==> src/rtl/sample_mgmt_mc.sv <==
// ---------------------------------------------------------------------------
// sample_mgmt_mc
//
// Sample acquisition manager. Per record it latches a source (ADC or UART
// FIFO), then repeatedly requests one raw sample, waits for its read strobe
// with a bounded timeout, and delivers the offset-corrected signed sample.
//
// Ports
//   i_clk, i_nrst            clock (rising edge), synchronous active-low reset
//   i_src                    source select (0 = ADC, 1 = FIFO), latched in INIT
//   i_enable                 allows new requests from IDLE
//   i_new_record             restart the record from INIT
//   i_convst_tick            ADC sample-rate tick
//   o_adc_convst             ADC conversion start (one cycle)
//   i_adc_busy, i_adc_rd_valid, i_adc_data    ADC status / data
//   o_fifo_req               FIFO read request (one cycle)
//   i_fifo_empty, i_fifo_rd_valid, i_fifo_data FIFO status / data
//   o_ecg_signal             converted sample (raw - DATA_OFFSET), held
//   o_ecg_signal_valid       one-cycle strobe for a new o_ecg_signal
//   o_ctr                    samples delivered in the current record
//   o_src_active             source latched for the current record
//   o_timeout                one-cycle pulse after a wait abort
//   o_err_cnt                saturating count of wait aborts
// ---------------------------------------------------------------------------
module sample_mgmt_mc #(
   parameter int DATA_WIDTH  = 11,
   parameter int CTR_WIDTH   = 24,
   parameter int TO_WIDTH    = 16,
   parameter int TO_CYCLES   = 5000,
   parameter int DATA_OFFSET = 1024,
   parameter int ERR_WIDTH   = 8
) (
   input  logic                         i_clk,
   input  logic                         i_nrst,
   input  logic                         i_src,
   input  logic                         i_enable,
   input  logic                         i_new_record,
   input  logic                         i_convst_tick,
   output logic                         o_adc_convst,
   input  logic                         i_adc_busy,
   input  logic                         i_adc_rd_valid,
   input  logic [DATA_WIDTH-1:0]        i_adc_data,
   output logic                         o_fifo_req,
   input  logic                         i_fifo_empty,
   input  logic                         i_fifo_rd_valid,
   input  logic [DATA_WIDTH-1:0]        i_fifo_data,
   output logic signed [DATA_WIDTH-1:0] o_ecg_signal,
   output logic                         o_ecg_signal_valid,
   output logic [CTR_WIDTH-1:0]         o_ctr,
   output logic                         o_src_active,
   output logic                         o_timeout,
   output logic [ERR_WIDTH-1:0]         o_err_cnt
);

   localparam logic [DATA_WIDTH-1:0] OFFSET   = DATA_WIDTH'(DATA_OFFSET);
   localparam logic [TO_WIDTH-1:0]   TO_LIMIT = TO_WIDTH'(TO_CYCLES);

   typedef enum logic [2:0] {
      INIT,
      IDLE,
      SAMPLE_REQ,
      SAMPLE_WAIT,
      SAMPLE_VALID
   } state_t;

   state_t                  state_reg, state_next;
   logic                    src_reg, src_next;
   logic [CTR_WIDTH-1:0]    ctr_reg, ctr_next;
   logic [TO_WIDTH-1:0]     to_cnt_reg, to_cnt_next;
   logic [ERR_WIDTH-1:0]    err_reg, err_next;
   logic [DATA_WIDTH-1:0]   sig_reg, sig_next;
   logic                    timeout_reg, timeout_next;

   // Handshake signals of the latched source; the other source is ignored.
   logic                    sel_ready;
   logic                    sel_valid;
   logic [DATA_WIDTH-1:0]   sel_data;

   assign sel_ready = src_reg ? !i_fifo_empty : (i_convst_tick & !i_adc_busy);
   assign sel_valid = src_reg ? i_fifo_rd_valid : i_adc_rd_valid;
   assign sel_data  = src_reg ? i_fifo_data : i_adc_data;

   always_ff @(posedge i_clk) begin
      if (!i_nrst) begin
         state_reg   <= INIT;
         src_reg     <= 1'b0;
         ctr_reg     <= '0;
         to_cnt_reg  <= '0;
         err_reg     <= '0;
         sig_reg     <= '0;
         timeout_reg <= 1'b0;
      end else begin
         state_reg   <= state_next;
         src_reg     <= src_next;
         ctr_reg     <= ctr_next;
         to_cnt_reg  <= to_cnt_next;
         err_reg     <= err_next;
         sig_reg     <= sig_next;
         timeout_reg <= timeout_next;
      end
   end

   always_comb begin
      state_next   = state_reg;
      src_next     = src_reg;
      ctr_next     = ctr_reg;
      to_cnt_next  = to_cnt_reg;
      err_next     = err_reg;
      sig_next     = sig_reg;
      timeout_next = 1'b0;

      // A record restart beats everything in flight: no capture, no count,
      // no timeout accounting for the abandoned request.
      if (i_new_record) begin
         state_next = INIT;
      end else begin
         case (state_reg)
            INIT: begin
               src_next    = i_src;
               ctr_next    = '0;
               to_cnt_next = '0;
               state_next  = IDLE;
            end
            IDLE: begin
               if (i_enable && sel_ready) begin
                  state_next = SAMPLE_REQ;
               end
            end
            SAMPLE_REQ: begin
               to_cnt_next = '0;
               state_next  = SAMPLE_WAIT;
            end
            SAMPLE_WAIT: begin
               // Valid is tested first so a strobe arriving in the very cycle
               // the counter reaches the limit is still accepted.
               if (sel_valid) begin
                  sig_next   = sel_data - OFFSET;
                  ctr_next   = ctr_reg + CTR_WIDTH'(1);
                  state_next = SAMPLE_VALID;
               end else if ((to_cnt_reg + TO_WIDTH'(1)) == TO_LIMIT) begin
                  // Abort is registered: the pulse and the new error count
                  // appear together in the following IDLE cycle.
                  timeout_next = 1'b1;
                  to_cnt_next  = '0;
                  if (err_reg != '1) begin
                     err_next = err_reg + ERR_WIDTH'(1);
                  end
                  state_next = IDLE;
               end else begin
                  to_cnt_next = to_cnt_reg + TO_WIDTH'(1);
               end
            end
            SAMPLE_VALID: begin
               state_next = IDLE;
            end
            default: begin
               state_next = INIT;
            end
         endcase
      end
   end

   // Requests are pure decodes of the state register, so they are exactly
   // one cycle wide and cannot be affected by input glitches.
   assign o_adc_convst       = (state_reg == SAMPLE_REQ) && !src_reg;
   assign o_fifo_req         = (state_reg == SAMPLE_REQ) && src_reg;
   assign o_ecg_signal_valid = (state_reg == SAMPLE_VALID);
   assign o_ecg_signal       = sig_reg;
   assign o_ctr              = ctr_reg;
   assign o_src_active       = src_reg;
   assign o_timeout          = timeout_reg;
   assign o_err_cnt          = err_reg;

endmodule

==> config.mk <==
export PLATFORM = sky130hd
export DESIGN_NAME = sample_mgmt_mc
export DESIGN_NICKNAME = d
export VERILOG_FILES = /design/src/rtl/sample_mgmt_mc.sv
export SDC_FILE = /design/constraint.sdc
export NUM_CORES = 1
export LEC_CHECK = 0
export CORE_ASPECT_RATIO = 0.75
export CORE_MARGIN = 1
export CORE_UTILIZATION = 25
export CTS_CLUSTER_SIZE = 40
export DETAILED_ROUTE_END_ITERATION = 10
export GPL_TIMING_DRIVEN = 0
export HOLD_SLACK_MARGIN = 0.02
export PLACE_DENSITY = 0.43
export RECOVER_POWER = 50
export SKIP_CTS_REPAIR_TIMING = 1
export SLEW_MARGIN = 20
export SYNTH_ARGS = -nofsm -noshare
export SYNTH_HDL_FRONTEND = slang
export SYNTH_SLANG_ARGS = --single-unit
==> constraint.sdc <==
create_clock -name i_clk -period 2.85 [get_ports i_clk]
set_input_delay 0.7125 -clock i_clk [delete_from_list [all_inputs] [get_ports i_clk]]
set_output_delay 0.7125 -clock i_clk [all_outputs]
set_load 0.05 [all_outputs]
==> impl_metrics.csv, run 1 <==
group,metric,value,unit
synth,synth_warnings,0,
floorplanning,ios,80,
floorplanning,core-area,12300,um^2
sta,slew_viol_final,0,
floorplanning,initial_utilization,25.8,%
sta,hold_viol,0,
clock_network,cts_htree_levels,3,
worst_setup_path,reg2regPathDepth,8,
layout,fin_nets,510,
sta,skew,5.70,ps
grt,grtUsageTotal,13.9,%
synth,synthFlopType,"dfxtp_1",
worst_setup_path,r2r_start,"o_src_active",
clock_network,clk_pin_slew,50,ps
worst_setup_path,worst-endpoint-arrival,2970,ps
pwr,peakVddDrop,0.000277,V
synth,avgSynthCellArea,8.36,um^2
sta,setup_tns,0,ps
placement,place_area,4200,um^2
floorplanning,rows,35,
grt,antenna_found_initial,0,
layout,fin_util,37.7,%
clock_network,root_buffer,"clkbuf_16",
worst_setup_path,path_class,"reg2reg",
run,drv_cap,0,
pwr,p_leak,1.66,nW
grt,grt_overflow,0,
worst_setup_path,rrSetupSlack,140,ps
placement,gp_congestion,0.754,
clock_network,cts_buffers,9,
worst_setup_path,crit_path_start_kind,"flip-flop",
sta,finalSetupViolations,0,
drt,drt-total-wl,8.86,mm
layout,largest_reg_flops,24,
drt,ant_nets,0,
layout,final_area,4660,um^2
min_path,min_from,"o_err_cnt[1]",
layout,drive_gt1_share,9.17,%
synth,synthesis.nets,416,
synth,syn_inst,381,
grt,grt_pass1_wl,14.4,mm
sta,relSlewSlack,40.5,%
worst_setup_path,critPathCaptureType,"flip-flop",
clock_network,clock_sinks,64,
worst_setup_path,required,3110,ps
synth,ys_ff_latch,64,
pwr,p_per_area,482,nW/um^2
drt,routedWlPerCell,13.7,um
layout,synthToLayoutAreaGrowth,46.3,%
sta,max_freq,369,MHz
drt,drt-vias-per-instance,4.69,
synth,synth_edf_count,0,
status,status,"finished clean",
layout,layout_common_cells,"71 x clkdlybuf4s50_1, 63 x dfxtp_1, 50 x nor2_1",
layout,diodes,0,
worst_setup_path,worstPathMaxFanout,8,
floorplanning,die_x,132,um
worst_setup_path,cp-startpoint,"o_src_active",
clock_network,cts.path.max_buffers,2,
worst_setup_path,r2r_end,"o_err_cnt[7]",
min_path,hold_path_end,"o_err_cnt[1]",
sta,worstMarginPinSlew,886,ps
grt,grt_max_degree,11,
synth,syn_area,3190,um^2
sta,finalCritPeriodShare,95.1,%
synth,ys_async_sr_fraction,0,%
floorplanning,dieArea,13200,um^2
drt,drtPass1Iterations,4,
floorplanning,fp.dieH,99.8,um
sta,period_minus_slack,2710,ps
grt,grt_pass1_vias,2772,
clock_network,clk_latency,330,ps
sta,fin_hold_ws,496,ps
placement,port_buffers,79,
clock_network,cts_tree,"built",
min_path,hold_class,"reg2reg",
min_path,hold_depth,2,
drt,dr_total_vias,3027,
placement,place_hpwl,6.52,mm
synth,yosysUniqueCellTypes,52,
drt,drt_iter0_markers,222,
drt,drc_errors,0,
layout,layout_commonest_cell,"clkdlybuf4s50_1",
synth,yosysSeqAreaShare,40.2,%
-- power breakdown --
part | total, W | switching, W | internal (W)
logic | 0.000123 | 0.0000600 | 0.0000628
registers | 0.000898 | 0.000000910 | 0.000897
clock network | 0.00123 | 0.000389 | 0.000838
-- area by class of cell --
type	instances	area, um^2
inverters	6	22.5
clock buffers	14	274
well taps	166	208
flip-flops and latches	64	1280
clock inverters	2	60.1
multi-input cells	290	1860
repair buffers	85	851
plain buffers	19	101
fillers	1249	7690
-- worst max-delay path, stage by stage (launching register included) --
cell and delay, ps:
dfxtp_1 340, buf_2 250, mux2i_4 320, nand2_2 140, or3_4 420, buf_8 140
or4_4 500, or3_4 390, a21oi_2 130
-- stage by stage --
step	cells	total power (W)	setup WS, ps
finish	646	0.00225	138
global route	646	0.00234	-38.6
CTS	642	0.00228	-538
detailed placement	626	0.00104	-450
global placement	626	0.00104	-437
floorplan	381	0.000973	-235
-- metal layers --
metal  GRT usage (%)  vias to the layer above  share of wire, %
met1            19.4                     1374                51
li1                -                     1558                 -
met5               0                        -                 0
met3            6.01                       12               7.7
met2            18.8                       83                40
met4            4.24                        0               1.2
-- how the worst max path moves through the flow --
stage / endpoint / slack, ps / depth (start not counted)
after floorplan: o_fifo_req / -230 / 3
after global placement: o_err_cnt[5] / -440 / 8
final: o_err_cnt[7] / 140 / 8
after detailed placement: o_err_cnt[7] / -450 / 8
after global routing: o_err_cnt[5] / -40 / 8
after CTS: o_fifo_req / -540 / 4
-- synthesized netlist by cell type (2+ instances only) --
master	number	share of area (%)
a211oi_1	11	2.6
a21o_1	3	0.71
a21oi_1	18	2.8
a22o_1	4	1.1
and2_1	3	0.59
and3_1	10	2.0
and4_1	3	0.82
buf_2	3	0.47
buf_6	2	0.71
clkbuf_1	15	1.8
dfxtp_1	64	40
ha_1	3	1.2
inv_1	6	0.71
mux2i_1	16	5.0
nand2_1	31	3.7
nand2b_1	6	1.2
nand3_1	18	2.8
nand3b_1	2	0.47
nand4_1	12	2.4
nor2_1	51	6.0
nor2b_1	3	0.59
nor3_1	12	1.9
nor3b_1	2	0.47
nor4_1	3	0.59
o21ai_0	15	2.4
o22a_1	2	0.55
o31ai_1	5	1.2
or3_1	7	1.4
or4_1	6	1.4
xnor2_1	7	1.9
xor2_1	17	4.7
-- kinds of logic after synthesis --
family | synth area share, %
simple gates | 28.6
xor+xnor | 6.60
fa+ha+maj | 1.18
flops | 40.2
compound gates | 13.8
mux | 5.81
buf+inv | 3.77
Note: power is estimated with default switching activity, not from simulation.
==> run 2: changes to the inputs <==
--- a/config.mk
+++ b/config.mk
@@ -14,6 +14,7 @@
 export HOLD_SLACK_MARGIN = 0.02
 export PLACE_DENSITY = 0.43
 export RECOVER_POWER = 50
+export REMOVE_ABC_BUFFERS = 1
 export SKIP_CTS_REPAIR_TIMING = 1
 export SLEW_MARGIN = 20
 export SYNTH_ARGS = -nofsm -noshare
==> run 2 against run 1 <==
Compared with the run above:
- via count is 3.6% lower
- combinational power is 14% lower
- sequential power is 0.9% higher
- global-route usage is 0.59 points lower
- die area stayed put
- non-clock buffer count is 21 lower
- register-to-register slack better by 30 ps
- critical path type is now in2reg
==> impl_metrics.csv, run 2 (synthesis gave the netlist of run 1 again) <==
group,metric,value,unit
drt,drt-total-wl,8.33,mm
layout,synthToLayoutAreaGrowth,41.2,%
clock_network,root_buffer,"clkbuf_16",
worst_setup_path,r2r_start,"to_cnt_reg[0]",
placement,pre_cts_ws,-553,ps
grt,grt_pass1_wl,13.9,mm
sta,max_freq,355,MHz
worst_setup_path,crit_path_start_kind,"input pin",
layout,drive_gt1_share,8.28,%
grt,antenna_found_initial,0,
drt,drt_iter0_markers,110,
clock_network,clk_pin_slew,60,ps
worst_setup_path,worstPathMaxFanout,11,
drt,dr_total_vias,2917,
pwr,p_leak,1.54,nW
sta,relSlewSlack,49.7,%
floorplanning,die_x,132,um
placement,gp_congestion,0.713,
pwr,p_per_area,469,nW/um^2
worst_setup_path,critPathCaptureType,"flip-flop",
sta,slew_viol_final,0,
clock_network,cts.path.max_buffers,2,
min_path,hold_class,"reg2reg",
layout,diodes,0,
layout,fin_nets,489,
min_path,min_from,"o_ecg_signal[4]",
floorplanning,fp.dieH,99.8,um
layout,layout_commonest_cell,"clkdlybuf4s50_1",
status,status,"finished clean",
sta,rsz0062_at_grt,"true",
placement,place_hpwl,5.78,mm
drt,drc_errors,0,
grt,grtUsageTotal,13.3,%
worst_setup_path,worst-endpoint-arrival,3070,ps
drt,drt-vias-per-instance,4.67,
layout,layout_common_cells,"75 x clkdlybuf4s50_1, 63 x dfxtp_1, 51 x nor2_1",
clock_network,clock_sinks,64,
worst_setup_path,path_class,"in2reg",
run,drv_cap,0,
clock_network,clk_latency,330,ps
drt,drtPass1Iterations,4,
floorplanning,initial_utilization,25.8,%
floorplanning,ios,80,
grt,grt_pass1_vias,2742,
sta,period_minus_slack,2810,ps
floorplanning,rows,35,
placement,port_buffers,79,
worst_setup_path,cp-startpoint,"i_adc_rd_valid",
clock_network,cts_buffers,9,
sta,skew,5.73,ps
drt,routedWlPerCell,13.3,um
sta,setup_slack,36.7,ps
floorplanning,dieArea,13200,um^2
grt,grt_max_degree,23,
sta,hold_viol,0,
floorplanning,core-area,12300,um^2
sta,finalSetupViolations,0,
worst_setup_path,required,3100,ps
clock_network,cts_htree_levels,3,
layout,largest_reg_flops,24,
sta,setup_tns,0,ps
clock_network,cts_tree,"built",
sta,finalCritPeriodShare,98.7,%
pwr,peakVddDrop,0.000273,V
sta,worstMarginPinSlew,753,ps
drt,ant_nets,0,
grt,grt_overflow,0,
-- run 2: cell types whose count changed in the layout (fill, tap and decap cells not counted), sizes merged --
cell	previous run	this run
buf	11	4
dlymetal6s2s	6	2
clkinv	0	4
bufinv	2	1
clkdlybuf4s50	71	75
clkinvlp	0	2
clkbuf	28	9
-- run 2: final cells by class --
type                    instances  area (um^2)
inverters                       6         22.5
fillers                      1259         7850
flip-flops and latches         64         1280
well taps                     166          208
clock buffers                   9          225
repair buffers                 83          830
clock inverters                 7         72.6
multi-input cells             290         1860
-- run 2: path summary, 6_finish.rpt --
kind / cells past startpoint / slack, ps / to
max: 7 / 40 / o_err_cnt[6]
min: 2 / 500 / o_ecg_signal[4]
max reg2reg: 8 / 170 / o_err_cnt[3]
min reg2reg: 2 / 500 / o_ecg_signal[4]
-- run 2: critical path, stage by stage --
cell and delay [ps]:
clkdlybuf4s50_1 440, mux2i_4 250, nand2_4 110, or3_4 430, or4_4 560, or4_4 420
a21oi_1 140
-- run 2: report_power, final --
group          leakage (nW)  internal (W)  switching [W]
clock network         0.141      0.000676       0.000420
registers             0.516      0.000897     0.00000929
logic                 0.884     0.0000583      0.0000481
total                  1.54       0.00163       0.000478
-- run 2: per-stage QoR --
stage          power, W  hold WS (ps)  area, um^2  utilization [%]  instances
6_report        0.00211           499        4500             36.4        625
4_1_cts         0.00215           505        4400             35.6        622
2_1_floorplan  0.000967           476        3090                -        360
3_3_place_gp    0.00103           473        4090             33.1        605
3_5_place_dp    0.00103           492        4100             33.2        606
5_1_grt         0.00220           525        4500             36.4        625
-- run 2: layer usage --
layer	part of all wire, %	vias up	GRT usage (%)
li1	-	1510	-
met1	52	1326	18.0
met2	41	72	19.8
met3	6.4	9	4.75
met4	0.77	0	3.71
met5	0	-	0
